$ cat src/rtl/seg7_scan_ctrl_pkg.sv
// Shared types, constants and the hex-to-segment table
// for the four-digit scanned seven-segment display.
package seg7_pkg;

  localparam logic [0:6] SEG_BLANK = 7'b1111111;
  localparam logic [3:0] AN_OFF    = 4'b1111;

  typedef enum logic {
    ST_GUARD = 1'b0,
    ST_DRIVE = 1'b1
  } state_e;

  typedef struct packed {
    logic [15:0] val;
    logic [3:0]  dp;
    logic [3:0]  blank;
  } word_t;

  // seg[0:6] = a..g, active-low
  function automatic logic [0:6] hex2seg(
    input logic [3:0] h
  );
    logic [0:6] s;
    unique case (h)
      4'h0: s = 7'b0000001;
      4'h1: s = 7'b1001111;
      4'h2: s = 7'b0010010;
      4'h3: s = 7'b0000110;
      4'h4: s = 7'b1001100;
      4'h5: s = 7'b0100100;
      4'h6: s = 7'b0100000;
      4'h7: s = 7'b0001111;
      4'h8: s = 7'b0000000;
      4'h9: s = 7'b0000100;
      4'hA: s = 7'b0001000;
      4'hB: s = 7'b1100000;
      4'hC: s = 7'b0110001;
      4'hD: s = 7'b1000010;
      4'hE: s = 7'b0110000;
      4'hF: s = 7'b0111000;
    endcase
    return s;
  endfunction

  // Digit i is a leading zero when nibbles i..3 are all zero
  function automatic logic lz_zero(
    input logic [15:0] v,
    input logic [1:0]  i
  );
    logic z;
    unique case (i)
      2'd0: z = 1'b0;
      2'd1: z = (v[15:4] == 12'h000);
      2'd2: z = (v[15:8] == 8'h00);
      2'd3: z = (v[15:12] == 4'h0);
    endcase
    return z;
  endfunction

endpackage

$ cat src/rtl/seg7_scan_ctrl_if.sv
// Display-word load port and board display pins
// of the seven-segment scan controller.
interface seg7_scan_ctrl_if;

  logic        load;
  logic [15:0] value_in;
  logic [3:0]  dp_in;
  logic [3:0]  blank_in;
  logic        lz_blank;
  logic        load_ack;
  logic        frame_done;
  logic [3:0]  an;
  logic [0:6]  seg;
  logic        dp;

  modport master (
    output load, value_in, dp_in,
    output blank_in, lz_blank,
    input  load_ack, frame_done,
    input  an, seg, dp
  );

  modport slave (
    input  load, value_in, dp_in,
    input  blank_in, lz_blank,
    output load_ack, frame_done,
    output an, seg, dp
  );

endinterface

$ cat src/rtl/seg7_scan_ctrl_hex_decode.sv
// Combinational hex nibble to active-low
// seven-segment code.
module seg7_hex_decode
  import seg7_pkg::*;
(
  input  logic [3:0] hex_i,
  output logic [0:6] seg_o
);

  assign seg_o = hex2seg(hex_i);

endmodule

$ cat src/rtl/seg7_scan_ctrl.sv
// Four-digit scan controller: guard/drive FSM,
// frame-boundary word commit and digit blanking.
module seg7_scan_ctrl
  import seg7_pkg::*;
#(
  parameter int DIGIT_TICKS = 100_000,
  parameter int GUARD_TICKS = 1_000
) (
  input logic             clk,
  input logic             rst_n,
  seg7_scan_ctrl_if.slave bus
);

  localparam int MAXT =
    (DIGIT_TICKS > GUARD_TICKS) ?
    DIGIT_TICKS : GUARD_TICKS;
  localparam int CW =
    (MAXT > 1) ? $clog2(MAXT) : 1;
  localparam logic [CW-1:0] D_LAST =
    CW'(DIGIT_TICKS - 1);
  localparam logic [CW-1:0] G_LAST =
    CW'((GUARD_TICKS > 0) ? GUARD_TICKS - 1 : 0);
  localparam state_e ST_IDLE =
    (GUARD_TICKS == 0) ? ST_DRIVE : ST_GUARD;

  state_e        state_q, state_d;
  logic [CW-1:0] cnt_q, cnt_d;
  logic [1:0]    idx_q, idx_d;
  word_t         act_q, pend_q;
  logic          pend_v_q;
  logic [3:0]    an_q;
  logic [0:6]    seg_q;
  logic          dp_q, ack_q, fd_q;

  logic          drive, commit, blank;
  logic [3:0]    nib;
  logic [0:6]    dec_seg;

  assign drive  = (state_q == ST_DRIVE);
  assign commit = drive && (idx_q == 2'd3) &&
                  (cnt_q == D_LAST);
  assign nib    = act_q.val[{idx_q, 2'b00} +: 4];
  assign blank  = act_q.blank[idx_q] |
                  (bus.lz_blank &
                   lz_zero(act_q.val, idx_q));

  seg7_hex_decode u_dec (
    .hex_i (nib),
    .seg_o (dec_seg)
  );

  always_comb begin
    state_d = state_q;
    cnt_d   = cnt_q + 1'b1;
    idx_d   = idx_q;
    unique case (state_q)
      ST_GUARD: begin
        if (cnt_q == G_LAST) begin
          state_d = ST_DRIVE;
          cnt_d   = '0;
        end
      end
      ST_DRIVE: begin
        if (cnt_q == D_LAST) begin
          state_d = ST_IDLE;
          cnt_d   = '0;
          idx_d   = idx_q + 2'd1;
        end
      end
    endcase
  end

  always_ff @(posedge clk or negedge rst_n) begin
    if (!rst_n) begin
      state_q  <= ST_IDLE;
      cnt_q    <= '0;
      idx_q    <= 2'd0;
      act_q    <= '0;
      pend_q   <= '0;
      pend_v_q <= 1'b0;
      an_q     <= AN_OFF;
      seg_q    <= SEG_BLANK;
      dp_q     <= 1'b1;
      ack_q    <= 1'b0;
      fd_q     <= 1'b0;
    end else begin
      state_q <= state_d;
      cnt_q   <= cnt_d;
      idx_q   <= idx_d;
      an_q    <= drive ?
                 ~(4'b0001 << idx_q) : AN_OFF;
      seg_q   <= (drive && !blank) ?
                 dec_seg : SEG_BLANK;
      dp_q    <= !(drive && !blank &&
                   act_q.dp[idx_q]);
      fd_q    <= commit;
      ack_q   <= commit && pend_v_q;
      if (commit && pend_v_q)
        act_q <= pend_q;
      // a load in the commit cycle stays pending
      if (bus.load) begin
        pend_q   <= '{val:   bus.value_in,
                      dp:    bus.dp_in,
                      blank: bus.blank_in};
        pend_v_q <= 1'b1;
      end else if (commit) begin
        pend_v_q <= 1'b0;
      end
    end
  end

  assign bus.an         = an_q;
  assign bus.seg        = seg_q;
  assign bus.dp         = dp_q;
  assign bus.load_ack   = ack_q;
  assign bus.frame_done = fd_q;

endmodule

$ cat src/flat_wrapper.sv
// flat-port wrapper written by rule: the top's interface ports become plain ports
module seg7_scan_ctrl_flat import seg7_pkg::*;
#(
  parameter int DIGIT_TICKS = 100_000,
  parameter int GUARD_TICKS = 1_000
)
  (clk, rst_n, bus_load, bus_value_in, bus_dp_in, bus_blank_in, bus_lz_blank, bus_load_ack, bus_frame_done, bus_an, bus_seg, bus_dp);
  seg7_scan_ctrl_if bus_i ();
  input logic clk;
  input logic rst_n;
  input wire logic [$bits(bus_i.load)-1:0] bus_load;
  input wire logic [$bits(bus_i.value_in)-1:0] bus_value_in;
  input wire logic [$bits(bus_i.dp_in)-1:0] bus_dp_in;
  input wire logic [$bits(bus_i.blank_in)-1:0] bus_blank_in;
  input wire logic [$bits(bus_i.lz_blank)-1:0] bus_lz_blank;
  output wire logic [$bits(bus_i.load_ack)-1:0] bus_load_ack;
  output wire logic [$bits(bus_i.frame_done)-1:0] bus_frame_done;
  output wire logic [$bits(bus_i.an)-1:0] bus_an;
  output wire logic [$bits(bus_i.seg)-1:0] bus_seg;
  output wire logic [$bits(bus_i.dp)-1:0] bus_dp;
  assign bus_i.load = bus_load;
  assign bus_i.value_in = bus_value_in;
  assign bus_i.dp_in = bus_dp_in;
  assign bus_i.blank_in = bus_blank_in;
  assign bus_i.lz_blank = bus_lz_blank;
  assign bus_load_ack = bus_i.load_ack;
  assign bus_frame_done = bus_i.frame_done;
  assign bus_an = bus_i.an;
  assign bus_seg = bus_i.seg;
  assign bus_dp = bus_i.dp;
  seg7_scan_ctrl #(.DIGIT_TICKS(DIGIT_TICKS), .GUARD_TICKS(GUARD_TICKS)) u_core (.clk(clk), .rst_n(rst_n), .bus(bus_i));
endmodule
$ cat config.mk
export PLATFORM = sky130hd
export DESIGN_NAME = seg7_scan_ctrl_flat
export DESIGN_NICKNAME = d
export VERILOG_FILES = /design/src/rtl/seg7_scan_ctrl_pkg.sv /design/src/rtl/seg7_scan_ctrl_if.sv /design/src/rtl/seg7_scan_ctrl_hex_decode.sv /design/src/rtl/seg7_scan_ctrl.sv /design/src/flat_wrapper.sv
export SDC_FILE = /design/constraint.sdc
export NUM_CORES = 1
export LEC_CHECK = 0
export CAP_MARGIN = 20
export CORE_MARGIN = 2
export CORE_UTILIZATION = 52
export CTS_BUF_LIST = sky130_fd_sc_hd__clkbuf_8 sky130_fd_sc_hd__clkbuf_16
export CTS_CLUSTER_SIZE = 24
export DETAILED_ROUTE_END_ITERATION = 12
export PLACE_DENSITY = 0.75
export SETUP_SLACK_MARGIN = 0.3
export SYNTH_ARGS = -nofsm -noshare
export SYNTH_HDL_FRONTEND = slang
export SYNTH_HIERARCHICAL = 1
export SYNTH_SLANG_ARGS = --single-unit
$ cat constraint.sdc
create_clock -name clk -period 4.9 [get_ports clk]
set_input_delay 0.735 -clock clk [delete_from_list [all_inputs] [get_ports clk]]
set_output_delay 0.735 -clock clk [all_outputs]
set_load 0.02 [all_outputs]
# Word level (Yosys, flattened, before mapping)
# Memories as Yosys holds them, arrays and structs flattened.
# Index checks and enable logic that the tools add are counted.
[totals] regBits=83 memories=1 output_inout_bits=14 inputBits=28 elab_cells=58 rom_bits=112
[classes] n_reduce_logical=13 shifts=2 bitwise_logic=4 n_lt_le_gt_ge=1 eq_ne=5 n_addsub=2 muxes=15
[memory_table] memory="(name not given)" depth=16 width=7 rd=1 rd_ports_with_merged_regs=0 write_ports=0 line_no="seg7_scan_ctrl_pkg.sv:24" text="unique case (h)"
[op_table] op="$mux 17" n=2
[op_table] op="$pmux 17 s2" n=1
[op_table] op="$add 17x1->17 const B" n=1
[op_table] op="$eq 17x10->1 const B" n=1
[op_table] op="$eq 17x17->1 const B" n=1
[op_table] op="$shiftx 16x5->4" n=1
[op_table] op="$logic_not 12->1" n=1
[op_table] op="$logic_not 8->1" n=1
[op_table] op="$mux 7" n=1
[op_table] op="$mux 1" n=6
[op_table] op="$logic_and 1x1->1" n=5
[op_table] op="$bmux 1 s2" n=2
[op_table] op="$eq 2x2->1 const B" n=2
[op_table] op="$logic_not 4->1" n=1
[op_table] op="$mux 4" n=1
[op_table] op="$not 4->4" n=1
[op_table] op="$pmux 1 s4" n=1
[op_table] op="$shl 1x2->4 const A" n=1
[op_table] op="$lt 2x3->1 const B" n=1
[op_table] op="$add 2x1->2 const B" n=1
[op_table] op="$eq 2x1->1 const B" n=1
[op_table] op="$logic_not 1->1" n=2
[op_table] op="$logic_not 2->1" n=1
[op_table] op="$pmux 1 s2" n=1
[op_table] op="other kinds (5)" n=5

# Longest topological paths before layout
# Gate-level depths: netlist of the first run.
[depth] word_depth=8 mapped_depth=8 ltp_nobuf=7

# Hierarchy
# The synthesis of the first run kept the hierarchy.
[modules_own_cells] mod="seg7_scan_ctrl" area_per_inst_um2=3492.1 instances=1 seq_area_each_um2=2092.0 cells_per_inst=250
[modules_own_cells] mod="seg7_hex_decode" area_per_inst_um2=247.7 instances=1 seq_area_each_um2=0.0 cells_per_inst=35

# Worst setup path after synthesis of the first run
# No wires, ideal clock.
[synth_timing] kind="flip-flop to flip-flop" startpoint="reg u_core.cnt_q[12]" endpoint="reg u_core/act_q[0] (netlist bit)" synth_period_minus_slack_ns=2.458 arrival_time_ns=2.333 required_time_ns=4.775 path_buffers=2 stages_incl_launch_ff=7 path_slack_ns=2.442 setup_ns=0.125 path_cell_list="dfrtp_1 -> or4b_1 -> or4_1 -> buf_2 -> nor3_4 -> buf_6 -> mux2_2"
[synth_via] elab_chain_cells=3
[synth_rtl] item="start: declaration" line_no="seg7_scan_ctrl.sv:27" text="logic [CW-1:0] cnt_q, cnt_d;"
[synth_rtl] item="start signal: assignment" line_no="seg7_scan_ctrl.sv:88" text="cnt_q <= cnt_d;"
[synth_rtl] item="$eq 17x17->1" line_no="seg7_scan_ctrl.sv:41" text="(cnt_q == D_LAST);"
[synth_rtl] item="$logic_and 1x1->1" line_no="seg7_scan_ctrl.sv:40" text="assign commit = drive && (idx_q == 2'd3) &&"
[synth_rtl] item="$logic_and 1x1->1" line_no="seg7_scan_ctrl.sv:98" text="if (commit && pend_v_q)"
[synth_rtl] item="end signal: assignment" line_no="seg7_scan_ctrl.sv:99" text="act_q <= pend_q;"
[synth_rtl] item="end: declaration" line_no="seg7_scan_ctrl.sv:29" text="word_t act_q, pend_q;"
# No other way between the ends.
# A chain may end at the register's enable or synchronous reset.

# Final worst setup path of the first run
[layout_timing] startpoint="reg u_core.cnt_q[12]" endpoint="reg u_core/act_q[16] (netlist bit)"
# The elaborated chain is that of the path after synthesis.

==> impl_metrics.json, run 1 <==
{
  "synth_edf_count": 0,
  "leakagePower_uw": 0.001944,
  "p_seq_frac": 0.556,
  "critPathCaptureType": "flip-flop",
  "powerDensity_nw_per_um2": 286.4,
  "synth_cells": 285,
  "fin_ws_ns": 2.309,
  "avgSynthCellArea_um2": 13.12,
  "cts-root-buf": "clkbuf_8",
  "path_class": "flip-flop to flip-flop",
  "switching_share": 0.2067,
  "synth_area_um2": 3740,
  "synth_flop_cell": "dfrtp_1",
  "clkPwrFrac": 0.394,
  "rows": 30,
  "die_h_um": 88.81,
  "design_area_um2": 4488,
  "ios": 42,
  "fin_skew_ns": 0.006117,
  "synth_nets": 326,
  "yosys_warnings": 6,
  "max_freq_mhz": 385.9,
  "cts_resized": 0,
  "critPathMaxFanout": 23,
  "grt_remaining_overflow": 0,
  "peakVddDrop_mv": 0.1426,
  "ys_ff_latch": 83,
  "cts_buffers": 9,
  "tightest_slew_ns": 0.6052,
  "antenna_found_initial": 0,
  "clkLatencyLatePin_ns": 0.35,
  "hold_class": "input port to asynchronous set/reset pin",
  "clock-sinks": 83,
  "post-route-min-period_ns": 2.591,
  "pwr-share-comb": 0.050,
  "clock_path_buffers": 2,
  "regArea_um2": 2092,
  "drc": 0,
  "port_buffers": 41,
  "dr.pass1.iters": 4,
  "nFillCells": 532,
  "core_area_um2": 6869,
  "start_util": 0.5444,
  "die_area_um2": 7886,
  "ys_types": 39,
  "drt-initial-drc-count": 80,
  "slew_headroom": 0.5953,
  "ys_seq_area_frac": 0.5594,
  "ant_nets": 0,
  "clk_pin_slew_ns": 0.08,
  "grt_pass1_vias": 2313,
  "grt_pass1_wl_mm": 11.18,
  "p_int_uw": 1020,
  "hold_viol_final": 0,
  "die_x_um": 88.81,
  "area_growth_pct": 20.01,
  "net-switching-power_uw": 265.7,
  "cts_hold_buf": 0,
  "maxCapViolations": 0,
  "finalWirelength_mm": 6.609,
  "slew_viol_final": 0,
  "antenna_cells": 0,
  "final_cell_mix": "71 x dfrtp_1, 50 x mux2_2, 40 x clkdlybuf4s50_1",
  "setup_tns_ns": 0,
  "postCtsSetupRepairBufs": 0,
  "async_reset_ff_frac": 1.000,
  "multiInputGateArea_um2": 1543,
  "start_kind": "flip-flop",
  "finalNonFillerCells": 431,
  "min_period_over_period": 0.5288,
  "layout-drive-gt1-share": 0.2746,
  "final_common_cell": "dfrtp_1",
  "place_inst": 413,
  "layout.nets": 371,
  "place_congestion": 0.8449,
  "via_count": 2280,
  "wire_per_inst_um": 15.33,
  "dpl.hpwl_mm": 4.549,
  "setup_violations": 0,
  "grt_max_degree": 84,
  "cp.arrival_ns": 2.82,
  "rsz0062_at_grt": "false",
  "htree_levels": 3,
  "total_power_uw": 1285,
  "cts_tree": "built",
  "avgViaCountPerCell": 5.290,
  "place_area_um2": 4223,
  "dp_slack_ns": 1.824,
  "globalRouteTotalUtil": 0.1870,
  "status": "finished clean",
  "crit_required_ns": 5.13
}
==> registers in the layout, indices dropped and copies added (netlist names) <==
signal	flops
u_core/drive	1
u_core/bus.frame_done	1
u_core/pend_v_q	1
u_core/pend_q	24
u_core/bus.seg	7
u_core/act_q	24
u_core/bus.load_ack	1
u_core/cnt_q	17
u_core/bus.dp	1
u_core/bus.an	4
u_core/idx_q	2
==> stage by stage <==
stage               hold slack, ns    util
floorplan                   0.4394       -
global placement            0.4749  0.6126
detailed placement          0.4899  0.6148
CTS                         0.5064  0.6457
global route                0.2188  0.6534
finish                      0.2302  0.6534
==> area by class of cell <==
cell class | instances | share of cell area
clock buffers | 12 | 0.03680
clock inverters | 4 | 0.01059
inverters | 10 | 0.008364
multi-input cells | 181 | 0.3437
flip-flops and latches | 83 | 0.4661
well taps | 96 | 0.02676
repair buffers | 45 | 0.1076
==> synth_stat cells, drive strengths merged (5+ instances only) <==
library cell	count	area, um2
ha	13	162.7
xor2	7	61.31
inv	10	37.54
mux4	6	135.1
nand2b	8	50.05
buf	6	48.79
dfstp	12	315.3
xnor2	9	78.83
nor4	6	37.54
nand2	16	60.06
dfrtp	71	1777
nor3	9	56.31
mux2	50	563.0
nand3	6	30.03
nand4	7	43.79
o21ai	7	35.03
clkbuf	5	18.77
nor2	14	52.55
==> power by group through the flow <==
stage | combinational, uW | sequential, uW | clock, uW
4_1_cts | 62.5 | 715 | 519
6_report | 63.6 | 715 | 507
3_5_place_dp | 62.5 | 729 | 0
5_1_grt | 70.5 | 718 | 551
2_1_floorplan | 24.2 | 724 | 0
3_3_place_gp | 60.2 | 729 | 0
==> final timing paths <==
kind                       slack (ns)             start                end  cells after the start
max in group asynchronous        4.04             rst_n  u_core/bus.seg[1]                      2
setup reg to reg                 2.31  u_core/cnt_q[12]   u_core/act_q[16]                      5
hold / removal                   0.23             rst_n   u_core/pend_q[5]                      1
min in group clk                 0.51   u_core/cnt_q[0]    u_core/cnt_q[0]                      1
hold reg to reg                  0.51   u_core/cnt_q[0]    u_core/cnt_q[0]                      1
setup / recovery                 2.31  u_core/cnt_q[12]   u_core/act_q[16]                      5
==> cell families after synthesis <==
family,Yosys count,share of synthesized area
muxes,57,0.1894
xor gates and xnor gates,16,0.03747
buffers and inverters,21,0.02810
AOI/OAI and AO/OA,19,0.03245
adders and majority gates,13,0.04349
and+or+nand+nor,76,0.1097
DFF,83,0.5594
==> worst max-delay path, stage by stage (launching register included) <==
cell and delay [ns]:
dfrtp_1 0.44, or4b_1 0.52, or4_1 0.62, nor3_4 0.29, clkbuf_16 0.24, mux2_2 0.35
==> layer usage <==
metal,vias up,global-route usage,wire length (um)
li1,1099,-,-
met1,1121,0.2563,3049
met2,49,0.2938,3196
met3,11,0.03731,230
met4,0,0.07576,133
met5,-,0,0
Power figures use the tool's default switching activity.
==> inputs of run 2 (changes only) <==
--- a/config.mk
+++ b/config.mk
@@ -7,7 +7,7 @@
 export LEC_CHECK = 0
 export CAP_MARGIN = 20
 export CORE_MARGIN = 2
-export CORE_UTILIZATION = 52
+export CORE_UTILIZATION = 50
 export CTS_BUF_LIST = sky130_fd_sc_hd__clkbuf_8 sky130_fd_sc_hd__clkbuf_16
 export CTS_CLUSTER_SIZE = 24
 export DETAILED_ROUTE_END_ITERATION = 12
==> constraint.sdc (replaced) <==
create_clock -name clk -period 2.3 [get_ports clk]
set_input_delay 0.345 -clock clk [delete_from_list [all_inputs] [get_ports clk]]
set_output_delay 0.345 -clock clk [all_outputs]
set_load 0.02 [all_outputs]
==> run 2 against run 1 <==
  * The run now ends with negative setup slack left
  * Setup slack got worse by 2.3 ns
  * Clock skew increased by 0.0033 ns
  * Critical path depth did not move
  * Wire length is 9.4% higher
  * Largest power group unchanged
  * Die area is 3.8% higher
  * Cell count rose by 5.6%
  * Highest routed layer unchanged
  * Register-to-register slack got worse by 2.3 ns
  * Global-route usage rose by 0.10 points
==> impl_metrics.json, run 2 (same netlist as run 1, synthesis figures left out) <==
{
  "status": "finished, violations left",
  "violations": "negative setup slack",
  "final_cell_mix": "69 x dfrtp_1, 49 x mux2_2, 40 x clkdlybuf4s50_1",
  "finalWirelength_mm": 7.227,
  "drc": 0,
  "powerDensity_nw_per_um2": 592.0,
  "antenna_cells": 0,
  "setup_violations": 1,
  "critPathCaptureType": "flip-flop",
  "peakVddDrop_mv": 0.3914,
  "die_area_um2": 8188,
  "fin_ws_ns": -0.02113,
  "port_buffers": 41,
  "die_h_um": 90.49,
  "dpl.hpwl_mm": 4.892,
  "layout-drive-gt1-share": 0.3371,
  "clock-sinks": 83,
  "slowest_stage": "or4b_4",
  "ios": 42,
  "dr.pass1.iters": 4,
  "htree_levels": 3,
  "cp_cell_sequence": "or4b_4 -> or4_4 -> buf_4 -> nor3_2 -> mux2_2",
  "start_kind": "flip-flop",
  "hold_class": "flip-flop to flip-flop",
  "leakagePower_uw": 0.002061,
  "start_util": 0.5156,
  "avgViaCountPerCell": 5.312,
  "rows": 31,
  "endpoint": "u_core/idx_q[1]",
  "reg_top3": "u_core/act_q: 24 flops, u_core/pend_q: 24 flops, u_core/cnt_q: 17 flops",
  "setup_tns_ns": -0.02113,
  "drt-initial-drc-count": 121,
  "grt_pass1_wl_mm": 12.03,
  "hold_viol_final": 0,
  "cts_buffers": 9,
  "min_period_over_period": 1.009,
  "path_class": "flip-flop to flip-flop",
  "post-route-min-period_ns": 2.321,
  "grt_remaining_overflow": 0,
  "layout.nets": 392,
  "cts_tree": "built",
  "reg2reg_setup_slack_ns": -0.02,
  "slew_viol_final": 0,
  "antenna_found_initial": 0,
  "tightest_slew_ns": 0.5189,
  "cp.depth": 5,
  "critPathMaxFanout": 3,
  "wire_per_inst_um": 15.88,
  "reg2reg_depth": 5,
  "max_freq_mhz": 430.8,
  "cp_num_buf_inv": 1,
  "slew_headroom": 0.6541,
  "maxCapViolations": 0,
  "via_count": 2417,
  "cts-root-buf": "clkbuf_8",
  "crit_required_ns": 2.54,
  "final_common_cell": "dfrtp_1",
  "core_area_um2": 7253,
  "place_congestion": 0.8328,
  "rsz0062_at_grt": "true",
  "grt_pass1_vias": 2473,
  "grt_max_degree": 45,
  "globalRouteTotalUtil": 0.1880,
  "cp.arrival_ns": 2.56,
  "path_delay_family": "simple AND/OR/NAND/NOR gates",
  "fin_skew_ns": 0.009423,
  "clk_pin_slew_ns": 0.08,
  "dp_slack_ns": -0.09974,
  "clock_path_buffers": 2,
  "ant_nets": 0,
  "cpPeakStageDelay_ns": 0.53,
  "clkLatencyLatePin_ns": 0.35,
  "area_growth_pct": 25.73,
  "worst_r2r_startpoint": "u_core/cnt_q[14]",
  "die_x_um": 90.49,
  "startpoint": "u_core/cnt_q[14]",
  "timing.rr.end": "u_core/idx_q[1]"
}
==> run 2: cell types whose count changed in the layout (fill, tap and decap cells not counted), moves of 2 or more <==
cell / before / now
dfrtp_1: 71 / 69
dfrtp_2: 0 / 2
buf_4: 2 / 21
clkbuf_8: 12 / 10
buf_12: 0 / 2
buf_6: 0 / 2
==> run 2: final cells by class <==
| class | instances | area (um2) |
|---|---|---|
| fill | 573 | 2551 |
| sequential | 83 | 2095 |
| multi-input combinational | 181 | 1594 |
| timing repair buffer | 66 | 630.6 |
| clock buffer | 10 | 137.6 |
| tap | 99 | 123.9 |
| clock inverter | 6 | 81.33 |
| inverter | 10 | 40.04 |
==> run 2: worst min path at each step <==
stage                                  from  cells past startpoint               end  slack (ns)
after global placement                rst_n                      1  u_core/pend_q[2]        0.35
after global routing      u_core/pend_q[22]                      1  u_core/act_q[22]        0.52
after CTS                   u_core/cnt_q[0]                      1   u_core/cnt_q[0]        0.50
final                       u_core/cnt_q[0]                      1   u_core/cnt_q[0]        0.49
after detailed placement              rst_n                      1  u_core/pend_q[5]        0.35
after floorplan                       rst_n                      0   u_core/act_q[0]        0.05
==> run 2: per-stage QoR <==
stage	utilization	std cells	hold slack [ns]	cell area, um2	total power, uW
after CTS	0.6326	447	0.5038	4588	2818
after global placement	0.5996	430	0.3519	4349	1685
final	0.6483	455	0.4918	4702	2783
after detailed placement	0.5996	430	0.3547	4349	1690
after floorplan	-	285	0.04941	3746	1594
after global routing	0.6483	455	0.5179	4702	2911
==> run 2: what timing repair did <==
item	4_1_cts	5_1_grt
endpoints found under the hold margin	38	0
resized for setup	4	15
pin swaps	0	1
setup endpoints to repair	41	42
buffers inserted	0	7
cloned	0	1
hold buffers	1	0
==> run 2: where the power goes <==
group | internal (uW) | switching [uW] | leakage, uW
clock network | 633 | 490 | 0.000119
registers | 1500 | 23.1 | 0.00104
logic | 82.7 | 52.7 | 0.000901
total | 2220 | 566 | 0.00206
==> run 2: worst register-to-register path, stage by stage, from the launching register on <==
cell and delay, ns:
dfrtp_1 0.38, or4b_4 0.53, or4_4 0.52, buf_4 0.17, nor3_2 0.23, mux2_2 0.37
==> run 2: metal layers <==
metal  GRT usage  part of all wire  wire length, um
met3     0.04424             0.033              238
met1      0.2425              0.45             3224
met5           0                 0                0
met4     0.07949             0.016              117
met2      0.3060              0.50             3646
==> inputs of run 3 (changes only) <==
--- a/config.mk
+++ b/config.mk
@@ -12,6 +12,7 @@
 export CTS_CLUSTER_SIZE = 24
 export DETAILED_ROUTE_END_ITERATION = 12
 export PLACE_DENSITY = 0.75
+export REMOVE_ABC_BUFFERS = 1
 export SETUP_SLACK_MARGIN = 0.3
 export SYNTH_ARGS = -nofsm -noshare
 export SYNTH_HDL_FRONTEND = slang
==> run 3 against run 2 <==
  * The run still ends with negative setup slack left
  * Power grew 3.0%
  * Die area unchanged
  * Highest routed layer unchanged
  * Clock skew is 0.0042 ns higher
  * Critical path depth rose by 1
  * Final area rose by 3.1%
  * Cell count up 0.66%
  * Wire length is 0.11% higher
  * Sequential cell count did not move
==> impl_metrics.json, run 3 (same netlist as run 1, synthesis figures left out) <==
{
  "htree_levels": 3,
  "reg_top3": "u_core/act_q: 24 flops, u_core/pend_q: 24 flops, u_core/cnt_q: 17 flops",
  "setup_violations": 5,
  "area_growth_pct": 29.61,
  "dpl.hpwl_mm": 4.704,
  "reg2reg_depth": 6,
  "avgViaCountPerCell": 5.347,
  "clock-sinks": 83,
  "min_period_over_period": 1.003,
  "dr.pass1.iters": 4,
  "slowest_stage": "or4b_1",
  "fin_hold_ws_ns": 0.4675,
  "rsz0062_at_grt": "true",
  "globalRouteTotalUtil": 0.1842,
  "clk_pin_slew_ns": 0.10,
  "die_h_um": 90.49,
  "cts_buffers": 9,
  "cp.arrival_ns": 2.56,
  "start_kind": "flip-flop",
  "violations": "negative setup slack",
  "cpPeakStageDelay_ns": 0.53,
  "fin_ws_ns": -0.007524,
  "crit_required_ns": 2.55,
  "critPathCaptureType": "flip-flop",
  "cts_tree": "built",
  "final_cell_mix": "69 x dfrtp_1, 40 x clkdlybuf4s50_1, 26 x mux2_2",
  "hold_viol_final": 0,
  "wire_per_inst_um": 15.80,
  "tightest_slew_ns": 0.5094,
  "hold_class": "input port to asynchronous set/reset pin",
  "powerDensity_nw_per_um2": 591.5,
  "setup_tns_ns": -0.01562,
  "grt_pass1_wl_mm": 11.79,
  "port_buffers": 41,
  "die_x_um": 90.49,
  "reg2reg_setup_slack_ns": -0.008,
  "core_area_um2": 7253,
  "max_freq_mhz": 433.4,
  "finalWirelength_mm": 7.235,
  "grt_pass1_vias": 2379,
  "layout-drive-gt1-share": 0.3426,
  "total_power_uw": 2867,
  "drt-initial-drc-count": 121,
  "start_util": 0.5156,
  "layout.nets": 395,
  "cts-root-buf": "clkbuf_8",
  "maxCapViolations": 0,
  "peakVddDrop_mv": 0.4706,
  "clkLatencyLatePin_ns": 0.37,
  "via_count": 2449,
  "design_area_um2": 4847,
  "die_area_um2": 8188,
  "status": "finished, violations left",
  "antenna_cells": 0,
  "leakagePower_uw": 0.002111,
  "place_congestion": 0.8716,
  "final_common_cell": "dfrtp_1",
  "path_class": "flip-flop to flip-flop",
  "slew_headroom": 0.6604,
  "grt_max_degree": 40,
  "fin_skew_ns": 0.01365,
  "place_area_um2": 4349,
  "ant_nets": 0,
  "slew_viol_final": 0,
  "nFillCells": 528,
  "grt_remaining_overflow": 0,
  "drc": 0,
  "cp_cell_sequence": "or4b_1 -> or4_4 -> nor3_4 -> buf_12 -> clkbuf_16 -> mux2_4",
  "post-route-min-period_ns": 2.308,
  "rows": 31,
  "critPathMaxFanout": 6,
  "ios": 42,
  "clock_path_buffers": 2,
  "antenna_found_initial": 0
}
-- run 3: worst max-delay path, delay by kind of cell (launching register included) --
kind                   cells  cell delay (ns)
DFF                        1             0.38
muxes                      1             0.29
and+or+nand+nor            3             1.21
buffers and inverters      2             0.32
-- run 3: path summary, 6_finish.rpt --
kind / end / start
max reg2reg: u_core/act_q[0] / u_core/cnt_q[5]
min reg2reg: u_core/cnt_q[0] / u_core/cnt_q[0]
min in group clk: u_core/cnt_q[0] / u_core/cnt_q[0]
min: u_core/act_q[5] / rst_n
max in group asynchronous: u_core/idx_q[1] / rst_n
max: u_core/act_q[0] / u_core/cnt_q[5]
-- run 3: through the flow --
step / worst slack, ns / util / instances
after detailed placement: -0.08317 / 0.5996 / 430
after CTS: -0.02003 / 0.6427 / 451
after global placement: -0.02978 / 0.5996 / 430
final: -0.007524 / 0.6683 / 458
after floorplan: -0.4474 / - / 274
after global routing: -0.05846 / 0.6683 / 458
-- run 3: timing repair --
item                                    in CTS  in global routing
hold buffers                                 1                  0
endpoints found under the setup margin      45                 43
hold endpoints to repair                    25                  0
gates cloned                                 1                  2
pin swaps                                    2                  1
gates resized for setup                      4                 30
setup buffers                                3                  5
-- run 3: cell type report --
type                       instances  area [um2]  area share
tap                               99       123.9     0.02556
clock buffer                       9       123.9     0.02556
sequential                        83        2095      0.4321
multi-input combinational        181        1648      0.3400
inverter                          10       37.54    0.007744
clock inverter                     7       106.4     0.02194
timing repair buffer              69       713.2      0.1471
-- run 3: routing by layer --
| metal | share of wire | up-vias | track usage |
|---|---|---|---|
| met4 | 0.028 | 0 | 0.07564 |
| met3 | 0.054 | 17 | 0.05927 |
| li1 | - | 1140 | - |
| met5 | 0 | - | 0 |
| met2 | 0.45 | 75 | 0.2693 |
| met1 | 0.47 | 1217 | 0.2552 |
-- run 3: where the power goes --
group	switching, uW	internal, uW
Sequential	26.6	1500
Clock	570	632
Combinational	52.5	84.8
Total	649	2220
